$ cat config.mk
export PLATFORM = sky130hd
export DESIGN_NAME = pipe_stage_flop
export DESIGN_NICKNAME = d
export VERILOG_FILES = /design/src/rtl/pipe_pkg.sv /design/src/rtl/pipe_skid_slot.sv /design/src/rtl/pipe_stage_flop.sv
export SDC_FILE = /design/constraint.sdc
export NUM_CORES = 1
export LEC_CHECK = 0
export CAP_MARGIN = 20
export CORE_ASPECT_RATIO = 0.5
export CORE_UTILIZATION = 30
export DETAILED_ROUTE_END_ITERATION = 12
export GPL_TIMING_DRIVEN = 0
export SETUP_SLACK_MARGIN = 0.15
export SLEW_MARGIN = 10
export SYNTH_ARGS = -nofsm -noshare
export SYNTH_HDL_FRONTEND = slang
export SYNTH_SLANG_ARGS = --single-unit
$ cat constraint.sdc
create_clock -name clock -period 2.6 [get_ports clock]
set_clock_uncertainty 0.2 [all_clocks]
set_input_delay 0.78 -clock clock [delete_from_list [all_inputs] [get_ports clock]]
set_output_delay 0.78 -clock clock [all_outputs]
set_load 0.005 [all_outputs]
$ cat src/rtl/pipe_pkg.sv
// Shared types and constants for the pipeline-stage register.
package pipe_pkg;

  localparam int unsigned INSTR_W_DEF = 32;
  localparam int unsigned PC_W_DEF    = 32;
  localparam logic [INSTR_W_DEF-1:0] NOP_INSTR_DEF = '0;

  // One pipeline entry at default widths.
  typedef struct packed {
    logic [INSTR_W_DEF-1:0] instr;
    logic [PC_W_DEF-1:0]    pc;
  } entry_t;

  // Occupancy encoding {main_v, skid_v}.
  typedef enum logic [1:0] {
    EMPTY = 2'b00,
    ONE   = 2'b10,
    FULL  = 2'b11
  } state_e;

endpackage

$ cat src/rtl/pipe_skid_slot.sv
// Single valid+data register with clear (priority) and load.
module pipe_skid_slot #(
  parameter int unsigned          DATA_W   = 64,
  parameter logic [DATA_W-1:0]    CLR_DATA = '0
) (
  input  logic              clock,
  input  logic              reset,
  input  logic              i_load,
  input  logic              i_clear,
  input  logic [DATA_W-1:0] i_data,
  output logic              o_valid,
  output logic [DATA_W-1:0] o_data
);

  logic              r_valid;
  logic [DATA_W-1:0] r_data;

  // Clear returns the slot to its bubble value; load captures a new entry.
  always_ff @(posedge clock or negedge reset) begin
    if (!reset) begin
      r_valid <= 1'b0;
      r_data  <= CLR_DATA;
    end else if (i_clear) begin
      r_valid <= 1'b0;
      r_data  <= CLR_DATA;
    end else if (i_load) begin
      r_valid <= 1'b1;
      r_data  <= i_data;
    end
  end

  assign o_valid = r_valid;
  assign o_data  = r_data;

endmodule

$ cat src/rtl/pipe_stage_flop.sv
// Pipeline-stage register with valid/ready, optional skid entry, flush and stall counter.
module pipe_stage_flop
  import pipe_pkg::*;
#(
  parameter int unsigned        INSTR_W     = INSTR_W_DEF,
  parameter int unsigned        PC_W        = PC_W_DEF,
  parameter logic [INSTR_W-1:0] NOP_INSTR   = '0,
  parameter bit                 SKID        = 1'b1,
  parameter int unsigned        STALL_CNT_W = 16
) (
  input  logic                   clock,
  input  logic                   reset,
  input  logic                   flush,
  input  logic                   up_valid,
  output logic                   up_ready,
  input  logic [INSTR_W-1:0]     up_instr,
  input  logic [PC_W-1:0]        up_pc,
  output logic                   dn_valid,
  input  logic                   dn_ready,
  output logic [INSTR_W-1:0]     dn_instr,
  output logic [PC_W-1:0]        dn_pc,
  output logic [STALL_CNT_W-1:0] stall_cnt
);

  localparam int unsigned DATA_W = INSTR_W + PC_W;
  localparam logic [DATA_W-1:0] MAIN_CLR = {NOP_INSTR, PC_W'(0)};

  logic              w_main_v;
  logic              w_skid_v;
  logic [DATA_W-1:0] w_main_q;
  logic [DATA_W-1:0] w_skid_q;
  logic [DATA_W-1:0] w_main_din;
  logic              w_main_load;
  logic              w_main_clear;
  logic              w_main_from_skid;
  logic              w_skid_load;
  logic              w_skid_clear;
  logic              w_up_fire;
  logic              w_dn_fire;
  state_e            w_state;

  logic [STALL_CNT_W-1:0] r_stall_cnt;

  assign w_state   = state_e'({w_main_v, w_skid_v});
  assign w_up_fire = up_valid & up_ready;
  assign w_dn_fire = w_main_v & dn_ready;

  // Skid build: ready comes straight from a flop; plain build: ready looks through to dn_ready.
  generate
    if (SKID) begin : g_skid_ready
      assign up_ready = ~w_skid_v;
    end else begin : g_flop_ready
      assign up_ready = dn_ready | ~w_main_v;
    end
  endgenerate

  // Next-state decode: slot load/clear controls from occupancy and handshakes.
  always_comb begin
    w_main_load      = 1'b0;
    w_main_clear     = 1'b0;
    w_main_from_skid = 1'b0;
    w_skid_load      = 1'b0;
    w_skid_clear     = 1'b0;
    if (flush) begin
      w_main_clear = 1'b1;
      w_skid_clear = 1'b1;
    end else begin
      case (w_state)
        EMPTY: begin
          if (w_up_fire) w_main_load = 1'b1;
        end
        ONE: begin
          if (w_up_fire && w_dn_fire) begin
            w_main_load = 1'b1;
          end else if (w_up_fire) begin
            if (SKID) w_skid_load = 1'b1;
          end else if (w_dn_fire) begin
            w_main_clear = 1'b1;
          end
        end
        FULL: begin
          if (w_dn_fire) begin
            w_main_load      = 1'b1;
            w_main_from_skid = 1'b1;
            w_skid_clear     = 1'b1;
          end
        end
        default: begin
          w_main_clear = 1'b1;
          w_skid_clear = 1'b1;
        end
      endcase
    end
  end

  assign w_main_din = w_main_from_skid ? w_skid_q : {up_instr, up_pc};

  pipe_skid_slot #(
    .DATA_W   (DATA_W),
    .CLR_DATA (MAIN_CLR)
  ) u_main (
    .clock   (clock),
    .reset   (reset),
    .i_load  (w_main_load),
    .i_clear (w_main_clear),
    .i_data  (w_main_din),
    .o_valid (w_main_v),
    .o_data  (w_main_q)
  );

  pipe_skid_slot #(
    .DATA_W   (DATA_W),
    .CLR_DATA (DATA_W'(0))
  ) u_skid (
    .clock   (clock),
    .reset   (reset),
    .i_load  (w_skid_load),
    .i_clear (w_skid_clear),
    .i_data  ({up_instr, up_pc}),
    .o_valid (w_skid_v),
    .o_data  (w_skid_q)
  );

  assign dn_valid = w_main_v;
  assign dn_instr = w_main_q[DATA_W-1:PC_W];
  assign dn_pc    = w_main_q[PC_W-1:0];

  // Saturating count of cycles where the consumer back-pressures a valid entry.
  always_ff @(posedge clock or negedge reset) begin
    if (!reset) begin
      r_stall_cnt <= '0;
    end else if (w_main_v && !dn_ready && (r_stall_cnt != {STALL_CNT_W{1'b1}})) begin
      r_stall_cnt <= r_stall_cnt + STALL_CNT_W'(1);
    end
  end

  assign stall_cnt = r_stall_cnt;

  // Producer must hold a refused entry unchanged until it is accepted.
  a_up_hold: assert property (@(posedge clock) disable iff (!reset)
    (up_valid && !up_ready && !flush) |=> (up_valid && $stable(up_instr) && $stable(up_pc)));

  // Skid slot is only ever occupied behind a valid main entry.
  a_state_legal: assert property (@(posedge clock) disable iff (!reset)
    !(w_skid_v && !w_main_v));

endmodule
[Yosys cells after proc, flatten, opt, wreduce, memory -nomap -nowiden]
Cells that the tools add are included.
Word-level totals
  register bits: 146
  input port bits: 69
  output and inout port bits: 82
  logic and storage cells: 46
Operators by class
  add/subtract/negate cells: 1
  equal/unequal tests: 3
  muxes and demuxes: 25
  bitwise logic cells: 3
  reductions and logical operators: 9
Operators with widths (number)
  $mux W64: 5
  $mux W1: 17
  $add A16 B1 Y16 const B: 1
  $ne A16 B16 Y1 const B: 1
  $eq A2 B2 Y1 const B: 2
  $pmux W1 S2: 2
  $reduce_bool A2 Y1: 2
  $reduce_or A2 Y1: 2
  $logic_and A1 B1 Y1: 3
  $pmux W1 S3: 1
  $and A1 B1 Y1: 2
  $logic_not A2 Y1: 1
  $logic_not A1 Y1: 1
  $not A1 Y1: 1

[Logic depth before layout (Yosys ltp)]
Gate-level depths: netlist of the first run.
  depth in word-level cells: 8
  depth in mapped cells: 8
  depth with buffers taken out: 6

[Modules after synthesis]
A second synthesis of the first run with hierarchy kept.
Second synthesis, totals
  cell total of the unflattened synthesis: 585
  area, all modules: 7015.5 um^2
Modules (own cells, without submodules)
  pipe_skid_slot: times used 2, cells an instance 209, area each 2636.3 um^2, seq. area each 1626.6 um^2
  pipe_stage_flop: times used 1, cells an instance 167, area each 1742.9 um^2, seq. area each 400.4 um^2

[Least setup slack after synthesis of the first run]
Ideal clock, no wire load.
  kind: register -> register
  start point: register u_skid.r_valid (netlist: u_skid.o_valid)
  end point: register u_main.r_data[10] (netlist: u_main.o_data[10])
  setup time: 0.079 ns
  data arrival time: 1.981 ns
  data required time: 2.321 ns
  setup slack: 0.341 ns
  cell stages (with the launch flop): 8
  path buffers: 1
  clock period less this slack: 2.259 ns
  cell sequence: dfrtp_1 inv_1 ha_1 o211ai_1 a211oi_1 a211oi_4 buf_6 o2bb2ai_1
Between the ends
  cells in the longest elaborated chain, start to end: 7
  elaborated cells between the ends (all ways): 21
  those cells by class: eq/ne: 2; mux: 13; bitwise: 2; reduce/logical: 4
RTL lines
  from (decl): line pipe_skid_slot.sv:15  | logic r_valid;
  from (signal assigned): line pipe_skid_slot.sv:21  | r_valid <= 1'b0;
  from (signal assigned): line pipe_skid_slot.sv:24  | r_valid <= 1'b0;
  from (signal assigned): line pipe_skid_slot.sv:27  | r_valid <= 1'b1;
  $not A1 Y1 *: line pipe_stage_flop.sv:51  | assign up_ready = ~w_skid_v;
  via up_ready: line pipe_stage_flop.sv:15  | output logic up_ready,
  $and A1 B1 Y1 *: line pipe_stage_flop.sv:45  | assign w_up_fire = up_valid & up_ready;
  $mux W1 / $logic_and A1 B1 Y1 (equally long branches): line pipe_stage_flop.sv:75, pipe_stage_flop.sv:73
  $mux W1: line pipe_stage_flop.sv:73  | if (w_up_fire && w_dn_fire) begin
  $pmux W1 S2 / $pmux W1 S3 (equally long branches): line pipe_stage_flop.sv:68  | case (w_state)
  $mux W1: line pipe_stage_flop.sv:64  | if (flush) begin
  $mux W64 / $reduce_bool A2 Y1 (equally long branches)
  to (signal assigned): line pipe_skid_slot.sv:28  | r_data <= i_data;
  to (decl): line pipe_skid_slot.sv:16  | logic [DATA_W-1:0] r_data;
Mark *: on every way through the listed nets, which the timed path passes. The rest lies on a longest branch. The select of a mux whose other input is x is not followed.
A chain may end at the register's enable or synchronous reset.

[Final worst setup path of the first run]
  start point: register u_skid.r_valid (netlist: u_skid.o_valid)
  end point: output port up_ready
Between the ends
  cells in the longest elaborated chain, start to end: 1
RTL lines (line)
  $not A1 Y1: pipe_stage_flop.sv:51
  to (decl): pipe_stage_flop.sv:15
No other way between the ends.

==> metrics.yaml, run 1 <==
grt_max_degree: 81
ioPinCount: 151
crit_fanout: 4
wirelength_mm: 16.2
grt_pass1_vias: 4643
async_flop_share: 1.00
drtPass1Iterations: 4
outcome: "finished, final reports clean"
vdd_drop_max_v: 0.000375
route.detailed.drc: 0
p_leak_uw: 0.00428
antenna_found_initial: 0
synth_edf_count: 0
syn_area_per_cell_um2: 13.8
h-tree-depth: 4
viasPerCell: 4.90
io_buffers: 150
total_power_uw: 6810
gr-total-overflow: 0
cts_tree: "yes"
cp_data_required_time_ps: 1620
worst_ep_arrival_time_ps: 1420
tightest_slew_ps: 539
diodes: 0
final_cell_mix: "clkdlybuf4s50_1, dfrtp_1, a22o_1"
fin_area_mm2: 0.00882
place_ws_ps: -558
power_density_mw_per_mm2: 772
ys_ff_latch: 146
num_rows: 37
ctsLongestPathBuffers: 2
die_x_um: 207
setup_violations: 0
cts_sinks: 146
die-area_mm2: 0.0217
critPathLaunchType: "flip-flop"
routedWlPerCell_um: 17.6
worstHoldPathType: "in2async"
ys.flop_type: "dfrtp_1"
area.growth.synth_to_final_pct: 39.8
drive_above_1_share: 0.146
nets: 707
core-area_mm2: 0.0206
critical_path.max_stage_delay_ps: 510
postRouteAntennaNets: 0
grt_pass1_wl_mm: 26.0
cts_root_buffer: "clkbuf_16"
layout.cells.non_filler: 917
critPathSlowestCell: "clkdlybuf4s50_1"
endpoint_kind: "primary output"
fillers: 1946
drt_iter0_drc: 278
final_common_cell: "clkdlybuf4s50_1"
ys_types: 41
crit_type: "reg2out"
syn-num-nets: 531
syn_inst: 456
dp_hpwl_mm: 10.8
max_clock_freq_mhz: 417
relSlewSlack: 0.640
final-hold-violation-count: 0
crit_path_cell_trace: "inv_2 -> clkdlybuf4s50_1"
critPathTopFamily: "buffers and inverters"
crit_buf_inv: 2
netlist_area_mm2: 0.00631
dp.cells: 880
gp_congestion: 0.793
holdBufCountCts: 0
slew_violations: 0
clock_latency_ps: 410
ys_warn_count: 0
yosysSeqAreaShare: 0.579
grt_use_total: 0.154
drv_cap: 0
setup_ws_ps: 200
start_util: 0.306
fin_crit_sh: 0.923
vias: 4493
dpl_cell_area_mm2: 0.00819
rsz0062_at_grt: "false"
cts_inserted_buffers: 17
period_needed_ps: 2400
whs_ps: 100
clkTransAtPathRegs_ps: 60
die_h_um: 105
-- cell families after synthesis --
| logic type | count (synthesis) | share of synthesized area |
|---|---|---|
| mux | 66 | 0.105 |
| flops | 146 | 0.579 |
| buf+inv | 41 | 0.0416 |
| xor+xnor | 14 | 0.0194 |
| simple gates | 44 | 0.0496 |
| fa+ha+maj | 6 | 0.0119 |
| compound gates | 139 | 0.194 |
-- synthesized netlist by cell type, types with 2 or more instances --
cell / count / share of area
dfrtp_1: 146 / 0.58
a22o_1: 65 / 0.090
mux2i_1: 64 / 0.10
o2bb2ai_1: 63 / 0.087
buf_2: 15 / 0.012
xor2_1: 14 / 0.019
buf_6: 12 / 0.021
clkbuf_1: 8 / 0.0048
nand2_1: 7 / 0.0042
ha_1: 6 / 0.012
inv_1: 6 / 0.0036
nor2_1: 6 / 0.0036
nor4_1: 5 / 0.0050
nand3_1: 4 / 0.0032
nand4_1: 4 / 0.0040
nor3_1: 3 / 0.0024
mux2_2: 2 / 0.0036
nor4_2: 2 / 0.0040
nor4_4: 2 / 0.0067
-- path summary, 6_finish.rpt --
check / slack (ps) / cells past startpoint / to / start
setup / recovery: 200 / 2 / up_ready / u_skid.o_valid
hold / removal: 100 / 1 / stall_cnt[15] / reset
setup reg to reg: 350 / 8 / u_skid.o_data[15] / u_skid.o_valid
hold reg to reg: 290 / 1 / u_main.o_data[9] / u_main.o_data[9]
max in group asynchronous: 1310 / 2 / u_main.o_data[46] / reset
min in group clock: 290 / 1 / u_main.o_data[9] / u_main.o_data[9]
-- per-layer routing --
| metal | wire [um] | GRT usage |
|---|---|---|
| met1 | 7920 | 0.211 |
| met2 | 7710 | 0.248 |
| met3 | 408 | 0.0304 |
| met4 | 143 | 0.0442 |
| met5 | 0 | 0 |
-- per-stage QoR --
step,util,setup TNS [ps]
global route,0.428,0
CTS,0.428,0
floorplan,-,0
detailed placement,0.397,-60560
global placement,0.396,-875280
finish,0.428,0
-- flip-flops by register name (all words and copies together) (netlist names) --
name            count
u_main.o_valid      1
u_skid.o_valid      1
stall_cnt          16
u_skid.o_data      64
u_main.o_data      64
-- power breakdown --
part,leakage [uW],internal (uW),switching (uW)
combinational,0.00203,933,788
clock,0.000254,1240,992
sequential,0.00199,2620,239
total,0.00428,4790,2020
-- timing repair --
| action | in CTS | in global routing |
|---|---|---|
| pin swaps | 2 | 0 |
| hold endpoints to repair | 0 | 0 |
| endpoints found under the setup margin | 129 | 57 |
| resized for setup | 14 | 13 |
| buffers inserted | 6 | 0 |
-- final cells by class --
class                      instances  area, um^2  share of cell area
tap                              273         342              0.0387
clock inverter                    13        90.1              0.0102
sequential                       146        3660               0.415
multi-input combinational        269        2400               0.272
clock buffer                      18         439              0.0498
inverter                           6        22.5             0.00255
timing repair buffer             157        1600               0.182
buffer                            35         267              0.0302
-- worst reg2reg max path, stage by stage (launching register included) --
cell and delay, ps:
dfrtp_2 410, buf_4 140, buf_4 150, ha_1 220, nor2_1 160, o211a_1 180, buf_2 230, buf_2 300
a22o_1 190
Note: power is estimated with default switching activity, not from simulation.
==> run 2: changes to the inputs <==
--- a/config.mk
+++ b/config.mk
@@ -6,10 +6,14 @@
 export NUM_CORES = 1
 export LEC_CHECK = 0
 export CAP_MARGIN = 20
+export CELL_PAD_IN_SITES_DETAIL_PLACEMENT = 1
+export CELL_PAD_IN_SITES_GLOBAL_PLACEMENT = 1
 export CORE_ASPECT_RATIO = 0.5
 export CORE_UTILIZATION = 30
 export DETAILED_ROUTE_END_ITERATION = 12
+export DONT_BUFFER_PORTS = 1
 export GPL_TIMING_DRIVEN = 0
+export PLACE_DENSITY_LB_ADDON = 0.1
 export SETUP_SLACK_MARGIN = 0.15
 export SLEW_MARGIN = 10
 export SYNTH_ARGS = -nofsm -noshare
==> metrics.yaml, run 2 (synthesized netlist as in run 1, its figures left out) <==
routedWlPerCell_um: 21.9  # was 17.6 um
io_buffers: 0  # was 150
outcome: "finished with violations"  # was finished, final reports clean
viasPerCell: 5.23  # was 4.90
antenna_found_initial: 0  # unchanged
final_common_cell: "dfrtp_1"  # was clkdlybuf4s50_1
combPwrFrac: 0.152  # was 0.253
grt_max_degree: 147  # was 81
seq_power_share: 0.439  # was 0.420
power_density_mw_per_mm2: 908  # was 772 mW/mm^2
worst_ep_arrival_time_ps: 2420  # was 1420 ps
h-tree-depth: 4  # unchanged
core-area_mm2: 0.0206  # unchanged
grt-busiest-layer: "met2"  # unchanged
crit_type: "reg2reg"  # was reg2out
tightest_slew_ps: 459  # was 539 ps
die_h_um: 105  # unchanged
start_util: 0.306  # unchanged
cts_tree: "yes"  # unchanged
p_clk_frac: 0.409  # was 0.327
critical_path.max_stage_delay_ps: 470  # was 510 ps
vias: 4003  # was 4493
setup_violations: 0  # unchanged
cts_sinks: 146  # unchanged
grt_pass1_vias: 4369  # was 4643
dp_hpwl_mm: 10.8  # about the same
fin_area_mm2: 0.00739  # was 0.00882 mm^2
fin_crit_sh: 0.887  # was 0.923
critPathSlowestCell: "dfrtp_2"  # was clkdlybuf4s50_1
switchingPower_uw: 1880  # was 2020 uW
use_met2: 0.241  # was 0.248
clkTransAtPathRegs_ps: 60  # about the same
drtPass1Iterations: 4  # unchanged
nets: 555  # was 707
grt_pass1_wl_mm: 26.9  # was 26.0 mm
endpoint_kind: "flip-flop"  # was primary output
max_clock_freq_mhz: 433  # was 417 MHz
num_rows: 37  # unchanged
grt_use_total: 0.166  # was 0.154
crit_path_cell_trace: "ha_1 -> nand3_1 -> or2_2 -> buf_2 -> clkbuf_4 -> mux2i_1 -> o2bb2ai_1"  # was inv_2 -> clkdlybuf4s50_1
area.growth.synth_to_final_pct: 17.1  # was 39.8%
die_x_um: 207  # unchanged
final_util: 0.359  # was 0.428
final_cell_mix: "dfrtp_1, a22o_1, mux2i_1"  # was clkdlybuf4s50_1, dfrtp_1, a22o_1
rsz0062_at_grt: "true"  # was false
layout.cells.non_filler: 765  # was 917
period_needed_ps: 2310  # was 2400 ps
slew_violations: 0  # unchanged
crit_fanout: 10  # was 4
postRouteAntennaNets: 0  # unchanged
cp_data_required_time_ps: 2720  # was 1620 ps
wirelength_mm: 16.7  # was 16.2 mm
ioPinCount: 151  # unchanged
dp.cells: 729  # was 880
drt_iter0_drc: 216  # was 278
clock_latency_ps: 440  # was 410 ps
whs_ps: -162  # was 100 ps
vdd_drop_max_v: 0.000401  # was 0.000375 V
cts_root_buffer: "clkbuf_16"  # unchanged
relSlewSlack: 0.694  # was 0.640
rrSetupSlack_ps: 290  # was 350 ps
diodes: 0  # unchanged
critPathLaunchType: "flip-flop"  # unchanged
dpl_cell_area_mm2: 0.00665  # was 0.00819 mm^2
route.detailed.drc: 0  # unchanged
gr-total-overflow: 0  # unchanged
ctsLongestPathBuffers: 2  # unchanged
internal_power_uw: 4830  # was 4790 uW
gp_congestion: 0.727  # was 0.793
use_met1: 0.219  # was 0.211
violations: "negative hold slack"
drv_cap: 0  # unchanged
cts_inserted_buffers: 17  # unchanged
p_leak_uw: 0.00376  # was 0.00428 uW
die-area_mm2: 0.0217  # unchanged
worstHoldPathType: "in2async"  # unchanged
grtUsageMet3: 0.0607  # was 0.0304
final-hold-violation-count: 146  # was 0
drive_above_1_share: 0.179  # was 0.146
switching_share: 0.280  # was 0.297
[run 2: cell types whose count changed in the layout (fill, tap and decap cells not counted), sizes merged]
cell and change:
buf -3, inv -1, clkinvlp -2, clkbuf +3, clkdlybuf4s50 -148, clkinv -5
bufinv +5, dlygate4sd2 -1
[run 2: stage by stage]
step	power (uW)	setup slack, ps	TNS [ps]	hold WS [ps]
6_report	6710	293	0	-162
5_1_grt	7070	121	0	-198
4_1_cts	6830	148	0	-196
3_5_place_dp	3970	-519	-25130	287
3_3_place_gp	3960	-513	-25260	287
2_1_floorplan	3610	341	0	272
[run 2: repair_timing]
item / in CTS / in global routing
setup buffers: 5 / 0
hold endpoints to repair: 146 / 146
pin swaps: 2 / 0
resized for setup: 13 / 14
endpoints found under the setup margin: 124 / 61
[run 2: critical path: cells and delay by family (launching register included)]
| family | cells | cell delay [ps] |
|---|---|---|
| buffers and inverters | 2 | 630 |
| muxes | 1 | 230 |
| adders and majority gates | 1 | 260 |
| DFF | 1 | 470 |
| and+or+nand+nor | 2 | 290 |
| AOI/OAI and AO/OA | 1 | 100 |
[run 2: cell type report]
cell class                      instances  area (um^2)
Inverter                                6         22.5
Clock buffer                           21          470
Timing Repair Buffer                    5         37.5
Clock inverter                         10          180
Sequential cell                       146         3660
Multi-Input combinational cell        269         2410
Fill cell                            2149        13200
Buffer                                 35          272
Tap cell                              273          342
[run 2: worst paths after layout]
kind	depth (start not counted)	to	from
worst max-delay path	7	u_main.o_data[48]	u_main.o_valid
worst min-delay path	0	u_main.o_data[59]	reset
worst max register to register	7	u_main.o_data[48]	u_main.o_valid
worst min register to register	1	u_skid.o_data[21]	u_skid.o_data[21]
max in group asynchronous	0	u_main.o_data[13]	reset
min in group clock	1	u_skid.o_data[62]	up_instr[30]
[run 2: per-layer routing]
layer | up-vias | part of all wire
met5 | - | 0
met4 | 0 | 0.017
met3 | 16 | 0.056
met2 | 79 | 0.46
met1 | 2108 | 0.47
li1 | 1800 | -
[run 2: power by group through the flow]
stage          combinational [uW]  sequential, uW  clock (uW)
6_report                     1020            2940        2740
5_1_grt                      1140            2990        2940
4_1_cts                      1040            2950        2840
3_5_place_dp                  990            2980           0
3_3_place_gp                  976            2990           0
2_1_floorplan                 735            2880           0
